`config.mk`:
```
export PLATFORM = sky130hd
export DESIGN_NAME = mac_cfg_loader
export DESIGN_NICKNAME = d
export VERILOG_FILES = /design/src/rtl/mac_cfg_loader.sv
export SDC_FILE = /design/constraint.sdc
export NUM_CORES = 1
export LEC_CHECK = 0
export ABC_AREA = 0
export BUFFER_PORTS_ARGS = -buffer_cell sky130_fd_sc_hd__buf_2
export CAP_MARGIN = 30
export CORE_MARGIN = 10
export CORE_UTILIZATION = 57
export DETAILED_ROUTE_END_ITERATION = 8
export PLACE_DENSITY = 0.79
export SLEW_MARGIN = 20
export SYNTH_ARGS = -nofsm -noshare
export SYNTH_HDL_FRONTEND = slang
export SYNTH_SLANG_ARGS = --single-unit
export TNS_END_PERCENT = 20
```
`constraint.sdc`:
```
create_clock -name clk -period 6.65 [get_ports clk]
set_input_delay 0.3325 -clock clk [delete_from_list [all_inputs] [get_ports clk]]
set_output_delay 0.3325 -clock clk [all_outputs]
set_load 0.05 [all_outputs]
```
`src/rtl/mac_cfg_loader.sv`:
```
`default_nettype none
// mac_cfg_loader: collects CHUNK_WIDTH-wide beats into a CFG_WIDTH config word
// and strobes cset for one cycle after each correctly framed frame.
module mac_cfg_loader #(
    parameter  int MAC_CONF_WIDTH = 4,
    parameter  int MAC_MIN_WIDTH  = 8,
    parameter  int MAC_MULT_WIDTH = 2*MAC_MIN_WIDTH,
    parameter  int MAC_ACC_WIDTH  = 2*MAC_MULT_WIDTH,
    parameter  int CHUNK_WIDTH    = 8,
    localparam int CFG_WIDTH      = 4*MAC_ACC_WIDTH + MAC_CONF_WIDTH,
    localparam int NUM_BEATS      = (CFG_WIDTH + CHUNK_WIDTH - 1) / CHUNK_WIDTH
) (
    input  logic                   clk,
    input  logic                   rst,
    input  logic                   en,
    input  logic [CHUNK_WIDTH-1:0] in_data,
    input  logic                   in_valid,
    input  logic                   in_last,
    output logic                   in_ready,
    output logic [CFG_WIDTH-1:0]   cfg,
    output logic                   cset,
    output logic                   busy,
    output logic                   err
);

    localparam int SHADOW_W = NUM_BEATS * CHUNK_WIDTH;
    localparam int CNT_W    = (NUM_BEATS > 1) ? $clog2(NUM_BEATS) : 1;
    localparam logic [CNT_W-1:0] LAST_CNT = CNT_W'(NUM_BEATS - 1);

    typedef enum logic [1:0] {
        IDLE   = 2'd0,
        LOAD   = 2'd1,
        COMMIT = 2'd2
    } state_t;

    state_t                state_q;
    logic [CNT_W-1:0]      cnt_q;
    logic [SHADOW_W-1:0]   shadow_q;
    logic [SHADOW_W-1:0]   shadow_d;
    logic [CFG_WIDTH-1:0]  cfg_q;
    logic                  cset_q;
    logic                  err_q;
    logic                  accept;

    assign in_ready = en && !rst && (state_q != COMMIT);
    assign accept   = in_valid && in_ready;
    assign cfg      = cfg_q;
    assign cset     = cset_q;
    assign err      = err_q;
    assign busy     = (state_q == LOAD);

    // Shadow with the current beat merged in; the final beat's bits above
    // CFG_WIDTH fall off when cfg is loaded from this.
    always_comb begin
        shadow_d = shadow_q;
        shadow_d[int'(cnt_q)*CHUNK_WIDTH +: CHUNK_WIDTH] = in_data;
    end

    always_ff @(posedge clk) begin
        if (rst) begin
            state_q  <= IDLE;
            cnt_q    <= '0;
            shadow_q <= '0;
            cfg_q    <= '0;
            cset_q   <= 1'b0;
            err_q    <= 1'b0;
        end else begin
            case (state_q)
                IDLE: begin
                    if (accept) begin
                        if (in_last) begin
                            err_q <= 1'b1;
                        end else begin
                            err_q    <= 1'b0;
                            shadow_q <= shadow_d;
                            cnt_q    <= CNT_W'(1);
                            state_q  <= LOAD;
                        end
                    end
                end
                LOAD: begin
                    if (accept) begin
                        if (cnt_q == LAST_CNT) begin
                            if (in_last) begin
                                cfg_q   <= shadow_d[CFG_WIDTH-1:0];
                                cset_q  <= 1'b1;
                                state_q <= COMMIT;
                            end else begin
                                err_q   <= 1'b1;
                                state_q <= IDLE;
                            end
                            cnt_q <= '0;
                        end else if (in_last) begin
                            err_q   <= 1'b1;
                            cnt_q   <= '0;
                            state_q <= IDLE;
                        end else begin
                            shadow_q <= shadow_d;
                            cnt_q    <= cnt_q + CNT_W'(1);
                        end
                    end
                end
                COMMIT: begin
                    cset_q  <= 1'b0;
                    cnt_q   <= '0;
                    state_q <= IDLE;
                end
                default: begin
                    cset_q  <= 1'b0;
                    cnt_q   <= '0;
                    state_q <= IDLE;
                end
            endcase
        end
    end

endmodule
`default_nettype wire
```
# After elaboration in Yosys (flattened, before gate mapping)
# Index checks and enable logic that the tools add are counted.
dict set report word_totals {
  regBits 277
  input_bits 13
  output_inout_bits 136
  wordCells 63
}
dict set report classes {
  add_sub_neg 2
  eq_ne 11
  shift 2
  n_mux 29
  n_bitwise 1
  reduce_logical 12
}
# operator count
set op_table {}
lappend op_table {{136-bit two-way mux} 4}
lappend op_table {{136-bit case mux with 2 select lines} 1}
lappend op_table {{136-bit bitwise mux} 1}
lappend op_table {{8-bit by 33-bit variable shift with 136-bit output, first input constant} 1}
lappend op_table {{8-bit by 33-bit variable part select with 136-bit output} 1}
lappend op_table {{8-bit negation with 33-bit output} 1}
lappend op_table {{5-bit two-way mux} 5}
lappend op_table {{4-bit AND reduction} 4}
lappend op_table {{2-bit two-way mux} 6}
lappend op_table {{2-bit inequality test, second input constant} 5}
lappend op_table {{5-bit case mux with 2 select lines} 1}
lappend op_table {{1-bit two-way mux} 8}
lappend op_table {{5-bit by 1-bit adder with 5-bit output, second input constant} 1}
lappend op_table {{5-bit equality test, second input constant} 1}
lappend op_table {{5-bit AND reduction} 1}
lappend op_table {{2-bit by 1-bit inequality test with 1-bit output, second input constant} 2}
lappend op_table {{1-bit case mux with 2 select lines} 2}
lappend op_table {{2-bit case mux with 2 select lines} 1}
lappend op_table {{1-bit logical AND} 3}
lappend op_table {{3-bit by 2-bit inequality test with 1-bit output, second input constant} 1}
lappend op_table {{3-bit inequality test, second input constant} 1}
lappend op_table {{3-bit AND reduction} 1}
lappend op_table {{2-bit by 1-bit equality test with 1-bit output, second input constant} 1}
lappend op_table {{2-bit zero test} 1}
lappend op_table {{other kinds (3)} 3}

# Depth between registers and ports, before layout
dict set report logic_depth {
  ltp_word 7
  ltp_mapped 15
  mapped_depth_nobuf 10
}

# Least setup slack after synthesis
# No wires, ideal clock.
dict set report synth_timing {
  path_type {reg-to-reg}
  start {register cnt_q[0]}
  end {register cfg_q[74], in the netlist cfg[74]}
  setup_time_ps 137
  arrival_ps 3311
  setup_slack_ps 3201
  path_stages_with_launch 15
  path_buffers 4
  synth_period_minus_slack_ps 3449
  path_cell_list {dfxtp_1 -> buf_2 -> clkbuf_1 -> inv_1 -> ha_1 -> nand2b_1 -> nor2_1 -> ha_1 -> nor2b_1 -> clkbuf_1 -> nand3_1 -> nor3_1 -> buf_2 -> mux2i_1 -> a211oi_1}
}
dict set report synth_between {
  elab_chain_len 3
  word_cells_on_any_way 6
}
# element line
set synth_lines {}
lappend synth_lines {{from (decl)} 37} ;# logic [CNT_W-1:0] cnt_q;
lappend synth_lines {{from (signal assigned)} 99} ;# cnt_q <= cnt_q + CNT_W'(1);
lappend synth_lines {{8-bit negation with 33-bit output} 56} ;# shadow_d[int'(cnt_q)*CHUNK_WIDTH +: CHUNK_WIDTH] = in_data;
lappend synth_lines {{8-bit by 33-bit variable part select with 136-bit output or 8-bit by 33-bit variable shift with 136-bit output (tied branches)} 56}
lappend synth_lines {{136-bit bitwise mux} 56}
lappend synth_lines {{to (signal assigned)} 85} ;# cfg_q <= shadow_d[CFG_WIDTH-1:0];
lappend synth_lines {{to (decl)} 40} ;# logic [CFG_WIDTH-1:0] cfg_q;
# Several ways; a longest one is shown, not always the timed one.
# A chain may end at the register's enable or synchronous reset.

# Worst setup path in the final report
dict set report layout_timing {
  start {register cnt_q[0]}
  end {register cfg_q[92], in the netlist cfg[92]}
}
# Same word-level chain as after synthesis.

==> metrics <==
routed length on met2=approximately 16 mm; initial antenna violation count=0; worst setup path start=cnt_q[0]$_SDFFE_PP0P_; DIE HEIGHT=163 µm; Final GP Congestion=0.930; Mapped Cells=about 1,300; GR Util All Layers=0.243; Worst-Skew Late Latency=0.54 ns; Core Region=20,100 µm²; Critical Path, Cell by Cell=inv_1, ha_1, nand2b_1, nor2_1, ha_1, and3_1, nand2_2, inv_6, buf_4, nor2_1, a2111oi_0; vias in the first global route=9,433; Distinct cells, synth=51; final worst hold slack=approximately 0.15 ns; Setup-failing EPs final=0; Port Buf Inserts=around 150; Final Slew Violations=0; Top delay family on crit path=buffers and inverters; # rows=52; wire length on met3=roughly 2.8 mm; initial cell density of the core=0.577; MaxCap Viol Count=0; fin util=0.665; pin count of the biggest net entering global routing=approximately 110; Leak Pwr=between 0.004 and 0.005 µW; Peak VDD IR=about 210 µV; Synth Area per Inst=about 9.0 µm²; first-pass GRT wire length=52.8 mm; DR vias/cell=6.02; Post-Syn Nets=about 1,300; Placed Area=12,400 µm²; clock sink count=273; Design Power=about 3300 µW; Hold Fails Final Rpt=0; crit path to=cfg[92]$_SDFFE_PP0P_; share of layout cells above drive strength 1=0.179; minimum clock period=4.28 ns; WP data required=a little over 7 ns; P&R area growth vs syn=15.2%; Hold Buf Count CTS=0; first-iteration detailed-routing DRC count=978; FF-to-FF setup slack=2.37 ns; synthesized area=11,600 µm²; register area=5470 µm²; hpwl dp=approximately 22 mm; Slew headroom=0.301; top cell type's share of synthesized area=0.471; WL per Instance=between 20 and 25 µm; drt pass-1 iters=5; top routing layer used=met4; CTS H-tree depth=1; drt drc=0; R2R depth=11; IO Pins=about 150; Seq/Total Area, Yosys=0.471; flops & latches, synth=273; Pwr Density=246 nW/µm²; Async S/R FF share, synth=0; top achievable clock speed=234 MHz; via count=10,052; RSZ-0062 raised after global routing=false; worst r2r src=cnt_q[0]$_SDFFE_PP0P_; Arr. time, crit path=4.67 ns; buffers plus inverters on the worst setup path=3; number of buffers created by CTS=27; Final #Nets=1,397; CP startpoint kind=register; area of the multi-input gates=5670 µm²; Clock Path Buffers=3; Post-CTS Setup Bufs=0; CTS root buffer=clkbuf_16; CP max stage delay=0.65 ns; cell area after layout=13,400 µm²; Crit Reg-Reg Endpoint=cfg[92]$_SDFFE_PP0P_; Crit Path Class=reg2reg; Worst Hold Class=in2reg; Critical Path Fanout Max=77; outcome=finished clean; Tcrit/Tclk final=0.644; Critical Path Stages=11; Slowest cell on crit path=inv_6; Routed WL=~34 mm; Die W=approximately 160 µm; Worst-Margin Slew=around 1.0 ns; number of diodes=0; total congestion overflow=0; CTS tree=yes; wire length on met1=14.7 mm; prevailing post-synth register cell=dfxtp_1; top cells by area, synth=dfxtp_1 (47%), mux2i_1 (12%), nor2_1 (7.7%); Final TNS setup=0 ns; post-cts gate resize count=0; CP Capture Type=register; yosys warns=0; # fillers=1,636; number of synthesized flops with an enable pin=0; Reg clk slew, reported paths=around 0.060 ns; Die ar.=approximately 26,000 µm²; Yosys top cell by area=dfxtp_1; ANT nets after route=0; clk_skew=0.0100 ns
flip-flops by register name, summed over array words and instances, names as in the netlist:
register  count
err           1
cset          1
cfg         132
state_q       2
shadow_q    132
cnt_q         5
area by class of cell:
cell class                 count  share of cell area
timing repair buffer         173              0.0718
sequential                   273               0.409
inverter                       8             0.00262
multi-input combinational    897               0.424
clock inverter                14              0.0114
clock buffer                  35              0.0558
tap                          270              0.0253
worst min-delay path by stage:
stage	end	slack [ns]	cells after the start	start
after floorplan	shadow_q[0]$_SDFFE_PP0P_	0.43	2	shadow_q[0]$_SDFFE_PP0P_
after global placement	shadow_q[2]$_SDFFE_PP0P_	0.44	2	shadow_q[2]$_SDFFE_PP0P_
after detailed placement	shadow_q[3]$_SDFFE_PP0P_	0.44	2	shadow_q[3]$_SDFFE_PP0P_
after CTS	cset$_SDFFE_PP0P_	0.15	3	in_valid
after global routing	cset$_SDFFE_PP0P_	0.20	3	in_valid
final	cset$_SDFFE_PP0P_	0.15	3	in_valid
Yosys cell counts, drive strengths merged, types with 8 or more instances:
cell type,count
o21ai,17
and2,13
nor3,89
buf,24
dfxtp,273
clkbuf,89
nand2b,13
a2111oi,40
nor2,238
o21bai,23
mux2i,143
a211oi,68
and3,15
a311oi,24
a21oi,43
nand3,33
inv,8
nor2b,9
nand2,80
worst register-to-register path: cells and delay by family (launching register included):
| family | cells | cell delay (ns) |
|---|---|---|
| AOI/OAI and AO/OA | 1 | 0.43 |
| adders and majority gates | 2 | 0.60 |
| buffers and inverters | 3 | 1.44 |
| DFF | 1 | 0.56 |
| and+or+nand+nor | 5 | 1.10 |
per-layer routing:
layer,up-vias,track usage
met5,-,0
met4,0,0.0635
met3,64,0.0415
met2,418,0.390
met1,4800,0.331
li1,4770,-
stage by stage:
stage | cells | setup WS [ns]
finish | 1670 | 2.37
global route | 1670 | 1.95
CTS | 1668 | 2.44
detailed placement | 1619 | 2.44
global placement | 1615 | 2.66
floorplan | 1291 | 3.20
layout by cell type (no fill, tap or decap), types with 27 or more instances in the layout:
| cell | Yosys | final |
|---|---|---|
| buf_2 | 14 | 148 |
| clkbuf_16 | 0 | 27 |
| nand3_1 | 33 | 33 |
| nor3_1 | 75 | 75 |
| mux2i_1 | 143 | 142 |
| dfxtp_1 | 273 | 273 |
| nand2_1 | 80 | 79 |
| a21oi_1 | 41 | 40 |
| nor2_1 | 238 | 238 |
| a2111oi_0 | 40 | 40 |
| a211oi_1 | 67 | 67 |
cell families after synthesis:
| group | share of synthesized area |
|---|---|
| buffers and inverters | 0.0413 |
| flip-flops | 0.471 |
| multiplexers | 0.123 |
| adder cells (fa/ha/maj) | 0.00431 |
| AND/OR/NAND/NOR | 0.214 |
| AO/OA/AOI/OAI | 0.142 |
| XOR/XNOR | 0.00442 |
power breakdown:
group	switching, µW	internal (µW)
Sequential	2.98	1640
Combinational	77.4	24.0
Clock	646	906
Power figures use the tool's default switching activity.
